[src/rtl/clause_index_table.sv]
// Append-only table of clause indices: ordered pushes fill slots 0..DEPTH-1,
// and any occupied slot can be read back by position with one cycle of latency.
module clause_index_table #(
  parameter int CLAUSE_TABLE_BITS = 6,
  parameter int MAX_CLAUSES_BITS  = 10
) (
  input  logic                         clk_i,
  input  logic                         rst_ni,
  input  logic                         push_i,
  input  logic                         read_i,
  input  logic [CLAUSE_TABLE_BITS-1:0] index_i,
  input  logic [MAX_CLAUSES_BITS-1:0]  clause_i,
  output logic [MAX_CLAUSES_BITS-1:0]  clause_index_o,
  output logic                         full_o,
  output logic                         error_o
);

  localparam int DEPTH = 1 << CLAUSE_TABLE_BITS;
  localparam logic [CLAUSE_TABLE_BITS:0] DEPTH_CNT = (CLAUSE_TABLE_BITS+1)'(DEPTH);

  logic [MAX_CLAUSES_BITS-1:0]  mem_q [DEPTH];
  logic [CLAUSE_TABLE_BITS:0]   count_q, count_d;
  logic [MAX_CLAUSES_BITS-1:0]  rdata_q, rdata_d;
  logic                         error_q, error_d;
  logic                         full;
  logic                         push_ok;
  logic                         read_ok;

  assign full = (count_q == DEPTH_CNT);

  // Range check uses the pre-push count, so reading the slot being written is illegal.
  always_comb begin
    push_ok = push_i && !full;
    read_ok = read_i && ({1'b0, index_i} < count_q);
    count_d = count_q;
    rdata_d = rdata_q;
    error_d = (push_i && full) || (read_i && !read_ok);
    if (push_ok) begin
      count_d = count_q + 1'b1;
    end
    if (read_ok) begin
      rdata_d = mem_q[index_i];
    end
  end

  always_ff @(posedge clk_i or negedge rst_ni) begin
    if (!rst_ni) begin
      count_q <= '0;
      rdata_q <= '0;
      error_q <= 1'b0;
    end else begin
      count_q <= count_d;
      rdata_q <= rdata_d;
      error_q <= error_d;
    end
  end

  // Storage is left uncleared on reset; a zero count makes every slot unreachable.
  always_ff @(posedge clk_i) begin
    if (push_ok) begin
      mem_q[count_q[CLAUSE_TABLE_BITS-1:0]] <= clause_i;
    end
  end

  assign clause_index_o = rdata_q;
  assign full_o         = full;
  assign error_o        = error_q;

endmodule

[config.mk]
export PLATFORM = sky130hd
export DESIGN_NAME = clause_index_table
export DESIGN_NICKNAME = d
export VERILOG_FILES = /design/src/rtl/clause_index_table.sv
export SDC_FILE = /design/constraint.sdc
export NUM_CORES = 1
export LEC_CHECK = 0
export ABC_AREA = 1
export CORE_MARGIN = 1.5
export CORE_UTILIZATION = 45
export DETAILED_ROUTE_END_ITERATION = 10
export SLEW_MARGIN = 5
export SYNTH_ARGS = -nofsm -noshare
export SYNTH_HDL_FRONTEND = slang
export SYNTH_SLANG_ARGS = --single-unit
[constraint.sdc]
create_clock -name clk_i -period 3.7 [get_ports clk_i]
set_input_delay 0.74 -clock clk_i [delete_from_list [all_inputs] [get_ports clk_i]]
set_output_delay 0.74 -clock clk_i [all_outputs]
set_load 0.005 [all_outputs]
=== After elaboration in Yosys (flattened, before gate mapping) ===
Memory sizes are Yosys's and may differ from the RTL's. A register that Yosys moved wholly into a read port is not among the register bits.
Cells that the tools add are included.

* Order comparisons: 1
* Multiplexer cells: 2
* Equal/unequal tests: 1
* Add/sub/neg operators: 1
* Reductions and logical operators: 8

{| class="wikitable"
|+ Operator list
! cell !! count
|-
| adder 7 x 1 -> 7 bit, second input constant || 1
|-
| equality test 7 bit, second input constant || 1
|-
| less-than comparator 6 x 7 -> 1 bit || 1
|-
| logical AND 1 bit || 4
|-
| zero test 1 bit || 3
|-
| 2-to-1 mux 1 bit || 2
|-
| logical OR 1 bit || 1
|}

* Register bits after elaboration: 8
* Output and inout bits: 12
* Memories: 1
* Input port bits: 20
* Memory bits (writable): 640
* Logic and storage cells: 16

{| class="wikitable"
|+ Memories
! name !! words !! width !! read ports !! clocked after memory_dff !! write ports !! line !! RTL
|-
| mem_q || 64 || 10 || 1 || 1 || 1 || 21 || <nowiki>logic [MAX_CLAUSES_BITS-1:0] mem_q [DEPTH];</nowiki>
|}

=== Longest topological paths before layout ===
* Depth in word-level cells: 5
* Mapped depth: 14
* Gate-level depth less buffers: 11

=== Worst setup path after synthesis ===
OpenSTA, ideal clock, no wires.

* Path kind: flip-flop to flip-flop
* Start: reg count_q[0]
* End: mem mem_q[7][0], enable pin
* Stages on the path, launching flop included: 8
* Data arrival time: 2.239 ns
* Required time: 3.296 ns
* Library setup time: 0.404 ns
* Buffers on the path: 0
* Clock period less this slack: 2.643 ns
* Slack: 1.057 ns
* Cell sequence: dfrtp_1 -> inv_1 -> ha_1 -> nand3_1 -> nor2_2 -> nor2_4 -> nand4_2 -> nor4_1

* Cells in the longest elaborated chain, start to end: 5

{| class="wikitable"
|+ RTL lines
! item !! line !! RTL
|-
| start: declaration || 22 || <nowiki>logic [CLAUSE_TABLE_BITS:0] count_q, count_d;</nowiki>
|-
| start signal: assignment || 52 || <nowiki>count_q <= count_d;</nowiki>
|-
| equality test 7 bit || 29 || <nowiki>assign full = (count_q == DEPTH_CNT);</nowiki>
|-
| via full_o || 14 || <nowiki>output logic full_o,</nowiki>
|-
| zero test 1 bit || 33 || <nowiki>push_ok = push_i && !full;</nowiki>
|-
| logical AND 1 bit || 33 ||
|-
| 2-to-1 mux 1 bit || 60 || <nowiki>if (push_ok) begin</nowiki>
|-
| 2-to-1 mux 1 bit (not written as such) || 61 || <nowiki>mem_q[count_q[CLAUSE_TABLE_BITS-1:0]] <= clause_i;</nowiki>
|-
| end: declaration || 21 ||
|}

The timed path passes the listed nets, and every way through them passes these cells.

=== Worst setup path after layout ===
* Start: reg count_q[1]
* End: out full_o

* Cells in the longest elaborated chain, start to end: 1

{| class="wikitable"
|+ RTL lines
! item !! line
|-
| equality test 7 bit || 29
|-
| end: declaration || 14
|}

No other way between the ends.

==> flow_metrics.tcl <==
set metrics [dict create \
    crit_slowest_cell "clkdlybuf4s50_1" \
    hold_viol 0 \
    synth_edf_count 640 \
    core_sq_mm 0.0590 \
    ys_top_cells_by_area "edfxtp_1 (72%), nand2_1 (12%), nand3_1 (10%)" \
    cts.repair.resized 0 \
    firstDrtPassIters 5 \
    power.density_mw_per_mm2 562 \
    yosysSeqAreaShare_pct 73.3 \
    status "completed" \
    synth_top_area_share_pct 71.6 \
    placedCellCount 3087 \
    dp_hpwl_um 43400 \
    swShare_pct 24.8 \
    grt_pass1_vias 17300 \
    globalRoute.totalOverflow 0 \
    crit_path_cell_trace "inv_1, ha_1, nand3_1, nor2_2, clkdlybuf4s50_1" \
    worstMarginPinSlew_ps 1130 \
    slew_viol_final 0 \
    ff2ff_setup_slack_ps 840 \
    htree_levels 3 \
    fillers 5091 \
    io_buffer_count 31 \
    clk_latency_ps 620 \
    fin_setup_tns_ps 0 \
    grt_usage_pct 24.4 \
    ant_nets 0 \
    netlist-cell-type-count 27 \
    grt_pass1_wl_um 109000 \
    num_vias 17800 \
    ys_seq_elements 658 \
    worst_setup_path_start_kind "flip-flop" \
    min_path_cells 2 \
    cts_root_buf "clkbuf_16" \
    ys_warn_count 0 \
    rsz0062_at_grt "no" \
    placed_cell_area_sq_mm 0.0284 \
    fin_crit_sh_pct 85.6 \
    r2r-end "mem_q[7][6]" \
    start_util_pct 45.5 \
    gp_congestion 0.907 \
    max_slew_margin_pct 24.2 \
    required_ps 2960 \
    die_x_um 247 \
    timing.hold.ws_ps 496 \
    worst-r2r-cell-count 8 \
    timing.fmax_mhz 316 \
    critPathArrivalTime_ps 2430 \
    r2r-start "count_q[0]" \
    power_frac_seq_pct 50.2 \
    antenna_found_initial 1 \
    layout.nets 2412 \
    finalWirelength_um 72800 \
    worst_hold_path.endpoint "clause_index_o[0]" \
    multiInputGateArea_sq_mm 0.00646 \
    routedWlPerCell_um 22.7 \
    die_area_sq_mm 0.0611 \
    synth_most_common_cell "nand2_1" \
    stdcell_count 3208 \
    clkSinkCount 658 \
    antenna_cells 0 \
    synthTopCellsByCount "nand2_1 (850), edfxtp_1 (640), nand3_1 (547), buf_2 (70), nor2_1 (68)" \
    ir_drop_uv 375 \
    criticalPathCategory "flip-flop to primary output" \
    combPwrFrac_pct 10.6 \
    drive_gt1_share_pct 9.03 \
    drv_cap 0 \
    clockBufferDepth 3 \
    max_stage_delay_ps 620 \
    post-route-min-period_ps 3170 \
    die_y_um 247 \
    path_max_fanout 7 \
    cts_hold_buffers 0 \
    yosysTopAreaCell "edfxtp_1" \
    vias_per_cell 5.56 \
    synthArstFlopShare_pct 2.74 \
    power.net_switching_mw 4.26 \
    p_total_mw 17.2 \
    ios 32 \
    synth_fp_nets 2342 \
    skew_ps 25.4 \
    drc 0 \
    synthCells 2315 \
    clock_power_share_pct 39.2 \
    stdcell_area_sq_mm 0.0306 \
    postCtsSetupBuffers 0 \
    final-setup-viol-count 0 \
    grt_max_degree 127 \
    end_kind "primary output" \
    clkTransAtPathRegs_ps 60 \
    syn_area_per_cell_sq_um 11.6 \
    netlist_area_sq_mm 0.0268 \
    seqCellArea_sq_mm 0.0197 \
    hp-start "clause_index_o[0]" \
    numCtsBuffers 69 \
    syn_to_final_growth_pct 14.2 \
    p_int_mw 13.0 \
    rows 89 \
    drtIter0Drc 2165 \
    synthFlopType "edfxtp_1" \
    p_leak_nw 11.2 \
    cts_tree "built" \
    hold_path.class "flip-flop to flip-flop" \
]
-- placed cells by master (no fill, tap or decap), types with 2 or more instances in the layout --
cell type	netlist	routed
clkdlybuf4s50_1	0	18
nand3_1	547	547
clkbuf_1	52	15
clkinv_1	3	19
clkinv_2	0	8
nand4_1	7	7
edfxtp_1	640	640
a21oi_1	2	2
clkinv_8	0	2
buf_12	0	16
dfrtp_1	18	18
clkbuf_16	0	73
buf_4	4	92
bufinv_16	0	5
inv_2	4	2
inv_1	13	13
xor2_1	3	3
buf_2	70	11
o21ai_0	4	4
nor2_1	68	68
ha_1	7	7
nand2_1	850	850
-- power groups by stage --
stage	Combinational, mW	Sequential (mW)	Clock [mW]
final	1.82	8.65	6.75
after global routing	1.98	8.67	7.15
after CTS	1.80	8.64	6.86
after detailed placement	1.79	8.80	0
after global placement	1.78	8.79	0
after floorplan	0.914	8.76	0
-- worst max-delay path by stage --
stage               startpoint          end  slack [ps]  cells past startpoint
finish              count_q[1]       full_o         530                      5
global placement        push_i  mem_q[7][1]         520                      6
global route        count_q[4]       full_o         400                      4
floorplan           count_q[0]  mem_q[7][0]        1060                      7
CTS                 count_q[1]       full_o         530                      5
detailed placement      push_i  mem_q[7][2]         580                      6
-- routing by layer --
layer / part of all wire [%] / wire (um) / GRT usage, % / vias up
li1: - / - / - / 8243
met1: 44 / 31900 / 35.5 / 8682
met2: 45 / 32700 / 36.6 / 776
met3: 8.6 / 6230 / 5.22 / 142
met4: 2.8 / 2010 / 7.44 / 2
met5: 0.021 / 15 / 0 / -
-- flip-flops by register name, indices dropped and copies added (netlist names) --
name,cells
clause_index_o,10
count_q,7
error_o,1
mem_q,640
-- stage by stage --
step | setup slack (ps) | utilization [%]
2_1_floorplan | 1060 | -
3_3_place_gp | 518 | 48.2
3_5_place_dp | 578 | 48.2
4_1_cts | 530 | 51.9
5_1_grt | 399 | 51.9
6_report | 532 | 51.9
-- cell families (layout without fill, tap and decap cells) --
| logic type | Yosys count | in the layout | synth area share, % |
|---|---|---|---|
| AOI/OAI and AO/OA | 9 | 9 | 0.201 |
| DFF | 658 | 658 | 73.3 |
| xor gates and xnor gates | 4 | 4 | 0.131 |
| adders and majority gates | 7 | 7 | 0.326 |
| buffers and inverters | 159 | 279 | 2.61 |
| and+or+nand+nor | 1478 | 1478 | 23.4 |
-- critical path, delay by kind of cell, from the launching register on --
| kind | cells | cell delay (ps) |
|---|---|---|
| buffers and inverters | 2 | 830 |
| and+or+nand+nor | 2 | 340 |
| DFF | 1 | 460 |
| adders and majority gates | 1 | 190 |
-- area by class of cell --
class | count | area share (%)
flip-flops and latches | 658 | 64.2
multi-input cells | 1498 | 21.1
clock buffers | 88 | 6.15
repair buffers | 138 | 4.12
well taps | 773 | 3.16
clock inverters | 33 | 0.980
inverters | 20 | 0.278
Power figures use the tool's default switching activity.
